$ cat src/rtl/bcd_ctrl_pkg.sv
// Shared definitions for the BCD counter run controller: state encodings,
// digit geometry and a BCD validity helper.
package bcd_ctrl_pkg;

  localparam int BCD_DIGIT_W = 4;
  localparam int BCD_DIGITS  = 3;
  localparam int BCD_W       = BCD_DIGIT_W * BCD_DIGITS;

  localparam logic [BCD_W-1:0] BCD_MAX = 12'h999;

  typedef enum logic [2:0] {
    ST_IDLE  = 3'd0,
    ST_CLEAR = 3'd1,
    ST_RUN   = 3'd2,
    ST_PAUSE = 3'd3,
    ST_DONE  = 3'd4
  } seq_state_e;

  // A value with any digit above 9 can never be shown by the counter.
  function automatic logic bcd_valid(input logic [BCD_W-1:0] v);
    logic ok;
    ok = 1'b1;
    for (int i = 0; i < BCD_DIGITS; i++) begin
      if (v[i*BCD_DIGIT_W +: BCD_DIGIT_W] > 4'd9) ok = 1'b0;
    end
    return ok;
  endfunction

endpackage

$ cat src/rtl/tick_prescaler.sv
// Free-running divider for count ticks: advances only while run is high and
// reports the wrap cycle on tick. zero forces the count back to 0.
module tick_prescaler #(
  parameter int PRESCALE = 50000
) (
  input  logic clk,
  input  logic reset,
  input  logic run,
  input  logic zero,
  output logic tick
);

  localparam int CW = (PRESCALE > 1) ? $clog2(PRESCALE) : 1;
  localparam logic [CW-1:0] LAST = CW'(PRESCALE - 1);

  logic [CW-1:0] cnt_q, cnt_d;

  assign tick = run && (cnt_q == LAST);

  always_comb begin
    cnt_d = cnt_q;
    if (zero) begin
      cnt_d = '0;
    end else if (run) begin
      cnt_d = tick ? '0 : cnt_q + 1'b1;
    end
  end

  always_ff @(posedge clk or posedge reset) begin
    if (reset) cnt_q <= '0;
    else       cnt_q <= cnt_d;
  end

endmodule

$ cat src/rtl/bcd_count_sequencer.sv
// Run controller for the 3-digit BCD counter: owns its enable and clear,
// paces count ticks, and ends a run on target match or rollover.
module bcd_count_sequencer
  import bcd_ctrl_pkg::*;
#(
  parameter int PRESCALE = 50000,
  parameter bit WRAP     = 1'b0
) (
  input  logic             clk,
  input  logic             reset,
  input  logic             start,
  input  logic             stop,
  input  logic             clear,
  input  logic             target_en,
  input  logic [BCD_W-1:0] target_bcd,
  input  logic [3:0]       cnt_ones,
  input  logic [3:0]       cnt_tens,
  input  logic [3:0]       cnt_hundreds,
  input  logic             cnt_done,
  output logic             cnt_enable,
  output logic             cnt_clear_n,
  output logic [2:0]       state,
  output logic             busy,
  output logic             match,
  output logic             overflow,
  output logic             irq
);

  // start/stop/clear are single-cycle command pulses sampled on posedge clk;
  // within one cycle clear beats stop, and stop beats start.

  seq_state_e       state_q, state_d;
  logic             run_q, run_d;
  logic [BCD_W-1:0] target_q, target_d;
  logic             match_q, match_d;
  logic             overflow_q, overflow_d;
  logic             cnt_enable_q, cnt_enable_d;
  logic             cnt_clear_n_q, cnt_clear_n_d;
  logic             irq_q, irq_d;
  logic             settle_q;

  logic             presc_run, presc_zero, tick;
  logic [BCD_W-1:0] cnt_bcd;
  logic             rollover, target_hit;

  tick_prescaler #(.PRESCALE(PRESCALE)) u_presc (
    .clk   (clk),
    .reset (reset),
    .run   (presc_run),
    .zero  (presc_zero),
    .tick  (tick)
  );

  assign cnt_bcd    = {cnt_hundreds, cnt_tens, cnt_ones};
  assign rollover   = cnt_enable_q && cnt_done;
  // settle_q marks the cycle after a pulse, when the counter digits are stable.
  assign target_hit = target_en && settle_q && bcd_valid(target_q) && (cnt_bcd == target_q);
  assign presc_run  = (state_q == ST_RUN);

  always_comb begin
    state_d    = state_q;
    run_d      = run_q;
    target_d   = target_q;
    match_d    = match_q;
    overflow_d = overflow_q;
    presc_zero = (state_q == ST_CLEAR);

    if (rollover) overflow_d = 1'b1;

    case (state_q)
      ST_IDLE: begin
        if (start) begin
          target_d = target_bcd;
          run_d    = 1'b1;
          state_d  = ST_CLEAR;
        end
      end
      ST_CLEAR: state_d = run_q ? ST_RUN : ST_IDLE;
      ST_RUN, ST_PAUSE: begin
        // A run-ending event outranks stop/start so an in-flight last tick still ends the run.
        if (rollover && !WRAP) begin
          state_d = ST_DONE;
        end else if (target_hit) begin
          match_d = 1'b1;
          state_d = ST_DONE;
        end else if (state_q == ST_RUN && stop) begin
          state_d = ST_PAUSE;
        end else if (state_q == ST_PAUSE && start) begin
          state_d = ST_RUN;
        end
      end
      ST_DONE: state_d = ST_DONE;
      default: state_d = ST_IDLE;
    endcase

    if (clear) begin
      state_d    = ST_CLEAR;
      run_d      = 1'b0;
      match_d    = 1'b0;
      overflow_d = 1'b0;
      presc_zero = 1'b1;
    end

    // A tick on the stop cycle is kept; one on a clear or run-ending cycle is dropped.
    cnt_enable_d  = tick && ((state_d == ST_RUN) || (state_d == ST_PAUSE));
    cnt_clear_n_d = (state_d != ST_CLEAR);
    irq_d         = (state_d == ST_DONE) && (state_q != ST_DONE);
  end

  always_ff @(posedge clk or posedge reset) begin
    if (reset) begin
      state_q       <= ST_IDLE;
      run_q         <= 1'b0;
      target_q      <= '0;
      match_q       <= 1'b0;
      overflow_q    <= 1'b0;
      cnt_enable_q  <= 1'b0;
      cnt_clear_n_q <= 1'b1;
      irq_q         <= 1'b0;
      settle_q      <= 1'b0;
    end else begin
      state_q       <= state_d;
      run_q         <= run_d;
      target_q      <= target_d;
      match_q       <= match_d;
      overflow_q    <= overflow_d;
      cnt_enable_q  <= cnt_enable_d;
      cnt_clear_n_q <= cnt_clear_n_d;
      irq_q         <= irq_d;
      settle_q      <= cnt_enable_q;
    end
  end

  assign cnt_enable  = cnt_enable_q;
  assign cnt_clear_n = cnt_clear_n_q;
  assign state       = state_q;
  assign busy        = (state_q == ST_CLEAR) || (state_q == ST_RUN) || (state_q == ST_PAUSE);
  assign match       = match_q;
  assign overflow    = overflow_q;
  assign irq         = irq_q;

endmodule

$ cat config.mk
export PLATFORM = sky130hd
export DESIGN_NAME = bcd_count_sequencer
export DESIGN_NICKNAME = d
export VERILOG_FILES = /design/src/rtl/bcd_ctrl_pkg.sv /design/src/rtl/tick_prescaler.sv /design/src/rtl/bcd_count_sequencer.sv
export SDC_FILE = /design/constraint.sdc
export NUM_CORES = 1
export LEC_CHECK = 0
export CAP_MARGIN = 25
export CORE_ASPECT_RATIO = 2
export CORE_MARGIN = 5
export CORE_UTILIZATION = 35
export DETAILED_ROUTE_END_ITERATION = 10
export PLACE_DENSITY_LB_ADDON = 0.05
export SYNTH_ARGS = -nofsm -noshare
export SYNTH_HDL_FRONTEND = slang
export SYNTH_SLANG_ARGS = --single-unit
$ cat constraint.sdc
create_clock -name clk -period 2.6 [get_ports clk]
set_input_delay 0.39 -clock clk [delete_from_list [all_inputs] [get_ports clk]]
set_output_delay 0.39 -clock clk [all_outputs]
set_load 0.05 [all_outputs]
==> out/summary.md, run 1 <==
The logs give 5 for the total clock buffers created by CTS and 8.53 ps for the clock tree skew after final layout. The min-delay analysis places its worst path in the category flip-flop to flip-flop. The average vias per placed instance works out to 5.46.

The highest cell delay on the worst timing path is 810 ps. The tools report the worst flop-to-flop path endpoint as u_presc.cnt_q[9]$_DFFE_PP0P_. The most used flip-flop cell after synthesis is dfrtp_1.

Yosys mapped a number of flops with a built-in enable equal to 0. For the first-pass GRT wire length, the log shows 8290 µm. The number of gates resized after CTS was 0. The logs give 291 for the number of standard cells in the final layout excluding fillers and 38 for the row count. The via count of the first global-routing pass is 1,636. The floorplan step set the die height to 115 µm. The number of cells on the worst hold path works out to 2. The switching power share of the total is 27.2%, and the number of slew-limit violations in the final report is 0. The later pin in the worst-skew pair is clocked with a latency of 290 ps. Along the worst path, the maximum fanout reaches 7.

The run gives 14.6% as the global-route usage over all layers. The number of flip-flops under the largest register name came out at 16. Counting flops with an async set or reset pin after synthesis yields a share of 100%. The signal on the critical path passes through nor2_1 -> nor2_1 -> clkdlybuf4s50_1. For the worst flop-to-flop path, the logic depth is 5. After floorplanning, the core was sized to cover 5420 µm². Counting flops and latches in the post-synthesis netlist gives 38. The actual transition at the worst max-transition pin was 740 ps; the share of power burned in combinational logic was 19.6%. Once the clock tree was built, the setup fixing pass inserted 0 buffers.

The number of iterations in the first detailed-routing pass came out at 4. Setup repair after global routing left no endpoint under its margin. The tree built by TritonCTS fans out to 38 sinks.

u_presc.cnt_q holds more flip-flops than any other register. For the number of diodes, the log shows 0. The net count of the finished layout is 262. The number of hold buffers added after CTS was 0. The initial antenna violation count is 0, and the number of design rule violations left after detail routing is 0. Sequential cells account for 50.0% of the total power.

The wire-length estimate of the detail-placed layout is 3740 µm. The top cell types in the final layout, fill and taps aside, are 39 x clkdlybuf4s50_1, 37 x dfrtp_1, 22 x nor2_1. Broken down by cell family, the worst path's largest delay share belongs to buffers and inverters. Summed over all layers, the global routing overflow is 0.

The static leakage power came out at 0.955 nW. The synthesized netlist occupies a cell area of 1940 µm². For the final routed database, the setup TNS stands at 0 ps.

Among the stages of the critical path, the cell type that occurs most often is nor2_1. The tool flagged a number of max-cap violations equal to 0. The ratio of cells with drive above 1 in the final layout came out at 13.9%.

Residual antenna-violating net count after detailed routing: 0. From synthesis to final layout, the design area changed by 28.4%. The depth of the CTS H-tree is 2.

The layout filler cell count was 550; the time the final worst path needs with I/O delays and setup was 2150 ps. For hold timing, the worst endpoint is overflow$_DFFE_PP0P_. In this run, the number of DRC markers left after iteration 0 of detailed routing was 44. The port buffer count was 39. The sequential share of the synthesized area came out at 49.1%.

The startpoint identified for the worst hold timing path is overflow$_DFFE_PP0P_. The post-route total power came out at 0.00138 W. The logs give 0 for the total number of yosys warnings and 283 for the total placed cells including tap cells. The tools report the number of ports placed on the die boundary as 40.

TritonCTS built the clock tree. The data arrival time of the worst path is 1760 ps, and the routed wirelength normalized by instance count is 16.9 µm. Most common library cell in the layout ignoring fill and taps: clkdlybuf4s50_1. The logs give 0 for the count of final setup violators and 0.831 for the weighted congestion reported at the end of routability-driven placement. Buffer and inverter count on the worst path: 1.

The analysis attributes to net switching a power of 0.000377 W. A synthesized cell averages 10.4 µm². The start-to-end type of the worst setup path is flip-flop to output port. The share of the clock period used by the worst path after layout was 82.7%; the gate count of the mapped netlist was 187. For this configuration, the core starts out at a cell density of 35.8%. For this design the ratio of total power to cell area is 555 nW/µm².

The tree is rooted in a clkbuf_8. The largest individual stage delay along the critical path comes from the cell clkdlybuf4s50_1. The run gives 2 as the clock tree buffer depth. For this block, the via count after detailed routing is 1,588.

STA classifies the critical path startpoint as a flip-flop. Internal power comes to 0.00101 W. For this block, the routed nets add up to 4920 µm of wire. The clock input transition at the sequential cells of the worst setup and hold paths is 70 ps, and the normalized max-slew margin is 50.7%. The count of cell types in the netlist is 41.

Across the VDD grid, the largest voltage drop is 0.438 mV. The floorplan step defined a die boundary enclosing 7220 µm². The chip width came out at 62.7 µm. The startpoint identified for the worst register-to-register timing path is u_presc.cnt_q[4]$_DFFE_PP0P_.

Of the total power, the clock network draws 30.4%. The share of the core filled with cells in the final layout was 46.0%. The flow ran to the end, and the final reports show no timing, DRC or antenna violations. The number of nets handed over by synthesis was 219. The tools report the critical path data required time as 2210 ps.

Type of destination of the critical path: an output port. The final number of hold-violating endpoints is 0, and the slack of the worst reg-to-reg path is 460 ps. Derived from the worst setup path, the maximum achievable clock frequency is 465 MHz. The largest net degree at the start of global routing was 39.
-- synthesized netlist by cell type (all sizes together), types with 3 or more instances --
master | n | share of area (%)
nand4 | 9 | 2.9
nor4 | 3 | 0.97
nand2 | 12 | 2.3
inv | 5 | 0.97
clkbuf | 5 | 0.97
xor2 | 4 | 1.8
o21ai | 6 | 1.5
nor2 | 22 | 4.3
xnor2 | 17 | 7.7
mux2 | 12 | 7.0
and3 | 3 | 1.0
a21oi | 8 | 2.1
dfrtp | 37 | 48
nor3 | 6 | 1.5
nand3 | 9 | 2.3
-- area by class of cell --
cell class              instances  area (µm²)  share of cell area (%)
inverters                       5        18.8                   0.753
clock inverters                 1        5.00                   0.201
multi-input cells             137         935                    37.5
clock buffers                   7        86.3                    3.46
flip-flops and latches         38         952                    38.2
well taps                      60        75.1                    3.01
repair buffers                 43         420                    16.9
-- layer usage --
layer  part of all wire [%]  GRT usage (%)  wire (µm)
met4                    2.7           6.66        131
met2                     56           27.5       2740
met3                    3.2           2.74        156
met5                      0              0          0
met1                     38           15.3       1890
-- logic make-up after synthesis --
family / share of synthesized area (%)
simple gates: 20.8
flops: 49.1
compound gates: 10.3
xor+xnor: 9.48
buf+inv: 2.77
mux: 6.96
fa+ha+maj: 0.645
-- per-stage QoR --
stage | instance area, µm² | hold slack (ps) | worst slack [ps]
2_1_floorplan | 1940 | 459 | 441
6_report | 2490 | 498 | 449
3_3_place_gp | 2400 | 477 | 452
3_5_place_dp | 2400 | 485 | 467
4_1_cts | 2490 | 503 | 432
5_1_grt | 2490 | 521 | 366
-- worst max-delay path by stage --
stage                     slack [ps]                    startpoint                            end  cells past startpoint
after global placement           450                         clear  u_presc.cnt_q[13]$_DFFE_PP0P_                      6
final                            450            state[1]$_DFF_PP0_                           busy                      3
after global routing             370            state[1]$_DFF_PP0_                           busy                      3
after detailed placement         470  u_presc.cnt_q[4]$_DFFE_PP0P_   u_presc.cnt_q[9]$_DFFE_PP0P_                      5
after floorplan                  440            state[0]$_DFF_PP0_        target_q[0]$_DFFE_PP0P_                      6
after CTS                        430            state[1]$_DFF_PP0_                           busy                      3
-- power by group through the flow --
stage	clock (W)	sequential [W]	combinational, W
4_1_cts	0.000435	0.000693	0.000278
5_1_grt	0.000476	0.000699	0.000300
6_report	0.000421	0.000691	0.000271
3_5_place_dp	0	0.000705	0.000276
3_3_place_gp	0	0.000701	0.000273
2_1_floorplan	0	0.000704	0.000167
-- worst register-to-register path, stage by stage, from the launching register on --
cell	delay (ps)
dfrtp_1	430
or4b_1	530
or4_4	590
o31ai_4	200
buf_4	210
nor2_1	70
Power figures use the tool's default switching activity.
==> run 2: changes to the inputs <==
==> constraint.sdc (replaced) <==
create_clock -name clk -period 2.2 [get_ports clk]
set_input_delay 0.33 -clock clk [delete_from_list [all_inputs] [get_ports clk]]
set_output_delay 0.33 -clock clk [all_outputs]
set_load 0.05 [all_outputs]
==> run 2 against run 1 <==
Against the previous run:
- sequential cell count is the same
- hold slack lost 28 ps
- power grew 16%
- via count is essentially flat
- non-clock buffer count grew 5
- worst setup slack lost 360 ps
- largest power group unchanged
- clock-buffer cell count shrank 1
- critical path depth grew 2
- cell count grew 1.7%
==> out/summary.md, run 2 (same netlist as run 1, synthesis figures left out) <==
The share of the core filled with cells in the final layout is 46.5% (+0.48 points), and the minimum setup slack after placement is 91.6 ps (-376 ps). The cts-stage hold buffer count was 0 (unchanged). The global-route usage over all layers came out at 14.7% (+0.14 points). The final-layout setup total negative slack is 0 ps (unchanged), and the combined area of the multi-input logic cells is 935 µm² (unchanged).

The number of diodes was 0 (unchanged); the clock tree skew after final layout was 6.86 ps (-1.67 ps). The number of iterations in the first detailed-routing pass was 4 (unchanged); the clock insertion delay at the later pin of the skew report was 290 ps (about the same). The worst setup path is captured at a flip-flop. The depth of the CTS H-tree is 2 (unchanged). By startpoint and endpoint, the worst setup path is classified as flip-flop to flip-flop. The routed wirelength normalized by instance count is 16.9 µm (-0.25%), and the reported max-cap violation count is 0 (unchanged).

The register with the most flip-flops was u_presc.cnt_q. Walking the worst path, the cells encountered are or4bb_1 -> or4_4 -> o31ai_4 -> buf_4 -> nor2_1. The number of flip-flops under the largest register name works out to 16 (unchanged). The family with the most delay on the worst path was simple AND/OR/NAND/NOR gates. The clock root buffer master is clkbuf_8.

Half-perimeter wire length after detailed placement: 3880 µm (+3.7%). The slowest stage of the critical path belongs to the cell or4_4. The clock sink count came out at 38 (unchanged).

TritonCTS built the clock tree. The tools report the data arrival time of the worst path as 2290 ps (+530 ps). Static timing analysis puts the maximum clock frequency at 473 MHz.

The overflow left after global routing is 0 (unchanged), and the chip width is 62.7 µm (unchanged). The tools report the layout filler cell count as 559 (+1.6%). First-iteration detailed-routing DRC count: 56 (+27%). The tools report the row count as 38 (unchanged). Dividing the final minimum period by the clock period gives 96.1%. The final standard cell area without fillers was 2520 µm² (+1.1%); the die footprint was 7220 µm² (unchanged). The worst hold path belongs to the class primary input to async pin. The critical path data required time was 2370 ps (+160 ps); the ratio of cells with drive above 1 in the final layout was 16.1% (+2.2 points). The kind of start point of the critical path is a flip-flop. Setup repair after global routing left no endpoint under its margin. The run gives 0 (unchanged) as the residual antenna-violating net count after detailed routing. The initial antenna violation count is 0 (unchanged), and the normalized max-slew margin is 57.7% (+7.0 points). The flow ran to the end, and the final reports show no timing, DRC or antenna violations. The combined flip-flop and latch cell area is 952 µm² (unchanged), and the highest cell delay on the worst timing path is 570 ps (-240 ps). The tools report the final wirelength as 4990 µm (+1.5%). The library cell used most frequently in the layout, excluding fill and tap cells, is clkdlybuf4s50_1. The average vias per placed instance works out to 5.37 (-1.6%).

The number of ports placed on the die boundary is 40 (unchanged), and the port buffer count is 39 (unchanged). The count of final setup violators came out at 0 (unchanged). The tools report the final worst slack as 85.8 ps (-364 ps). The tools report the post-CTS setup buffer count as 0 (unchanged). The buffer and inverter count on the worst path works out to 1 (unchanged). The largest driver fanout on the critical path came out at 10 (+3). The static leakage power was 0.978 nW (+2.3%); the initial cell density of the core was 35.8% (unchanged).

The logs give 267 (+1.9%) for the layout net count and 1,678 (+2.6%) for the via count of the first global-routing pass. The final number of hold-violating endpoints is 0 (unchanged), and the clock tree buffer depth is 2 (unchanged). For the number of slew-limit violations in the final report, the log shows 0 (unchanged). The total cell area at the placement stage was 2440 µm² (+1.5%).

The number of standard cells in the final layout excluding fillers is 296 (+1.7%). The first-pass GRT wire length is 8310 µm (+0.17%), and the number of gates resized after cts is 0 (unchanged). The largest net degree at the start of global routing was 39 (unchanged); the power density of the placed cells was 637 nW/µm² (+15%).

The die height is 115 µm (unchanged), and the weighted congestion reported at the end of routability-driven placement is 0.870 (+4.7%). In the layout the commonest cells are 38 x clkdlybuf4s50_1, 37 x dfrtp_1, 22 x nor2_1. The worst supply voltage drop on vdd was 0.446 mV (+1.8%); the time the final worst path needs with I/O delays and setup was 2110 ps. The via count was 1,589 (+0.063%); the clock input transition at the sequential cells of the worst setup and hold paths was 80 ps (about the same). The floorplan core area is 5420 µm² (unchanged), and the actual transition at the worst max-transition pin is 634 ps (-106 ps).

The total clock buffers created by CTS came out at 5 (unchanged). The total placed cells including tap cells is 288 (+1.8%). For the number of design rule violations left after detail routing, the log shows 0 (unchanged). Growth of design area from synthesis to finish: 29.8%.
run 2: where the power goes:
part | internal [W] | switching (W)
Clock | 0.000220 | 0.000243
Sequential | 0.000762 | 0.0000588
Combinational | 0.000177 | 0.000146
Total | 0.00116 | 0.000448
run 2: final timing paths:
kind                                               start                            to  slack [ps]  depth (start not counted)
max                        u_presc.cnt_q[13]$_DFFE_PP0P_  u_presc.cnt_q[5]$_DFFE_PP0P_          90                          5
min                                                reset       target_q[3]$_DFFE_PP0P_         470                          3
max reg2reg                u_presc.cnt_q[13]$_DFFE_PP0P_  u_presc.cnt_q[5]$_DFFE_PP0P_          90                          5
min reg2reg                         cnt_enable$_DFF_PP0_            settle_q$_DFF_PP0_         490                          0
max in group asynchronous                          reset         cnt_clear_n$_DFF_PP1_        1370                          3
min in group clk                    cnt_enable$_DFF_PP0_            settle_q$_DFF_PP0_         490                          0
run 2: worst reg2reg max path, delay by kind of cell (launching register included):
family / cells / cell delay (ps)
AOI/OAI and AO/OA: 1 / 210
DFF: 1 / 430
and+or+nand+nor: 3 / 1150
buffers and inverters: 1 / 210
run 2: metrics by stage:
| step | total power [W] | hold WS (ps) |
|---|---|---|
| global route | 0.00170 | 536 |
| global placement | 0.00115 | 473 |
| floorplan | 0.00103 | 459 |
| finish | 0.00161 | 470 |
| CTS | 0.00163 | 484 |
| detailed placement | 0.00116 | 477 |
run 2: final cells by class:
type                            instances  area share [%]
Sequential cell                        38            37.8
Timing Repair Buffer                   48            18.1
Clock buffer                            6            2.88
Tap cell                               60            2.98
Multi-Input combinational cell        137            37.1
Inverter                                5           0.745
Clock inverter                          2           0.397
run 2: layer usage:
layer	global-route usage (%)	wire length, µm
met2	29.4	2920
met1	14.3	1800
met5	0	0
met4	4.67	59
met3	3.52	213
==> run 3: changes to the inputs <==
--- a/config.mk
+++ b/config.mk
@@ -7,7 +7,7 @@
 export LEC_CHECK = 0
 export CAP_MARGIN = 25
 export CORE_ASPECT_RATIO = 2
-export CORE_MARGIN = 5
+export CORE_MARGIN = 4
 export CORE_UTILIZATION = 35
 export DETAILED_ROUTE_END_ITERATION = 10
 export PLACE_DENSITY_LB_ADDON = 0.05
==> run 3 against run 2 <==
Against the previous run:
- cell area up 2.9%
- fmax grew 0.19%
- clock-buffer cell count did not move
- power rose by 17%
- worst setup slack better by 4.0 ps
- via count grew 0.94%
- combinational power is essentially flat
- largest cell class unchanged
==> out/summary.md, run 3 (same netlist as run 1, synthesis figures left out) <==
The initial antenna violation count came out at 0 (unchanged). The final-layout setup total negative slack is 0 ps (unchanged), and the global-route usage over all layers is 15.5% (+0.76 points). The tools report the post-CTS setup buffer count as 0 (unchanged). The port buffer count is 39 (unchanged), and the data arrival time of the worst path is 1780 ps (-510 ps). The total clock buffers created by CTS was 5 (unchanged). STA classifies the critical path endpoint as an output port. The family with the most delay on the worst path was buffers and inverters. The power density of the placed cells was 723 nW/µm² (+13%). The largest net degree at the start of global routing is 39 (unchanged). The most common library cell in the layout ignoring fill and taps is clkdlybuf4s50_1. The logs give 38 (unchanged) for the row count and 38 (unchanged) for the clock sink count. The tools report the kind of start point of the critical path as a flip-flop.

The largest individual stage delay along the critical path comes from the cell clkdlybuf4s50_1. The flow ran to the end, and the final reports show no timing, DRC or antenna violations. For the maximum frequency from static timing analysis, the log shows 474 MHz (+0.19%). The minimum setup slack after placement was 75.3 ps (-16.3 ps). The run gives 0 (unchanged) as the number of diodes. For the number of standard cells in the final layout excluding fillers, the log shows 296 (unchanged). The number of slew-limit violations in the final report was 0 (unchanged); the buffer and inverter count on the worst path was 1 (unchanged). The number of iterations in the first detailed-routing pass is 4 (unchanged), and the worst supply voltage drop on vdd is 0.450 mV (+0.96%). The logs give 0 (unchanged) for the overflow left after global routing and 8000 µm (-3.6%) for the first-pass GRT wire length. The cts-stage hold buffer count is 0 (unchanged), and the first-iteration detailed-routing DRC count is 47 (-16%). The number of flip-flops under the largest register name works out to 16 (unchanged). The logs give 6870 µm² (-4.9%) for the die footprint and 1,709 (+1.8%) for the via count of the first global-routing pass.

The static leakage power was 1.01 nW (+3.2%); the clock insertion delay at the later pin of the skew report was 290 ps (about the same). The time the final worst path needs with I/O delays and setup came out at 2110 ps (-3.99 ps). The clock input transition at the sequential cells of the worst setup and hold paths came out at 80 ps (about the same). The register with the most flip-flops was u_presc.cnt_q. The growth of design area from synthesis to finish was 33.5%. Clock root buffer master: clkbuf_8. The largest driver fanout on the critical path works out to 11 (+1). The actual transition at the worst max-transition pin is 669 ps (+34.6 ps), and the floorplan core area is 5420 µm² (unchanged).

Layout net count: 267 (unchanged). Initial cell density of the core: 35.8% (unchanged). The logs give 0 (unchanged) for the count of final setup violators and 2 (unchanged) for the clock tree buffer depth. The path class of the tightest hold or removal check is primary input to async pin. The routed wirelength normalized by instance count is 16.9 µm (unchanged), and the reported max-cap violation count is 0 (unchanged).

The library cells used most frequently in the layout, excluding fill and tap cells, are 38 x clkdlybuf4s50_1, 37 x dfrtp_1, 22 x nor2_1. The total placed cells including tap cells was 288 (unchanged). The critical path goes through clkdlybuf4s50_1. The final hold slack came out at 463 ps (-6.54 ps). The run gives 0 (unchanged) as the residual antenna-violating net count after detailed routing. The average vias per placed instance came out at 5.42 (+0.94%).

Setup repair after global routing left no endpoint under its margin. The number of ports placed on the die boundary is 40 (unchanged). The ratio of cells with drive above 1 in the final layout is 16.5% (+0.42 points), and the highest cell delay on the worst timing path is 890 ps (+320 ps). The number of gates resized after cts came out at 0 (unchanged). TritonCTS built the clock tree. The critical path data required time was 1870 ps (-500 ps).

For the number of design rule violations left after detail routing, the log shows 0 (unchanged). The clock tree skew after final layout is 6.73 ps (-0.133 ps), and the normalized max-slew margin is 55.3% (-2.3 points). Final wirelength: 4990 µm (unchanged). The final number of hold-violating endpoints was 0 (unchanged); the via count was 1,604 (+0.94%).

The chip width is 60.7 µm (-3.2%), and the final worst slack is 89.8 ps (+3.99 ps). The die height is 113 µm (-1.7%). The share of the clock period used by the worst path after layout is 95.9% (-0.18 points). The depth of the CTS H-tree is 2 (unchanged), and the weighted congestion reported at the end of routability-driven placement is 0.834 (-4.1%). Half-perimeter wire length after detailed placement: 3850 µm (-0.63%). The start-to-end type of the worst setup path was flip-flop to output port.
==> run 3: cell types whose count changed in the layout (fill, tap and decap cells not counted), sizes merged <==
cell	change
bufinv	+2
clkinv	-2
==> run 3: report_power, final <==
| part | internal (W) | switching [W] |
|---|---|---|
| registers | 0.000761 | 0.0000609 |
| clock network | 0.000484 | 0.000249 |
| logic | 0.000177 | 0.000142 |
==> run 3: layer usage <==
layer / vias up / routed length, µm / GRT usage, %
met5: - / 0 / 0
met3: 9 / 242 / 2.40
met2: 42 / 2870 / 29.5
met1: 787 / 1760 / 15.1
li1: 766 / - / -
met4: 0 / 119 / 7.09
==> run 3: path summary, 6_finish.rpt <==
kind                                         startpoint                      endpoint  slack, ps  cells after the start
max reg2reg                u_presc.cnt_q[6]$_DFFE_PP0P_  u_presc.cnt_q[6]$_DFFE_PP0P_        140                      5
min                                               reset  u_presc.cnt_q[1]$_DFFE_PP0P_        460                      3
min in group clk                      match$_DFFE_PP0P_             match$_DFFE_PP0P_        510                      2
min reg2reg                           match$_DFFE_PP0P_             match$_DFFE_PP0P_        510                      2
max in group asynchronous                         reset         cnt_clear_n$_DFF_PP1_       1390                      3
max                                  state[0]$_DFF_PP0_                      state[0]         90                      1
==> run 3: final cells by class <==
type / count / area (µm²)
timing repair buffer: 48 / 468
inverter: 5 / 18.8
tap: 60 / 75.1
fill: 528 / 2830
clock buffer: 6 / 82.6
sequential: 38 / 952
multi-input combinational: 137 / 935
clock inverter: 2 / 60.1
==> run 3: metrics by stage <==
step	utilization, %	total power, W	cell area, µm²
5_1_grt	47.8	0.00196	2590
3_5_place_dp	45.2	0.00116	2450
4_1_cts	47.8	0.00191	2590
3_3_place_gp	45.2	0.00115	2450
6_report	47.8	0.00187	2590
2_1_floorplan	-	0.00103	1940
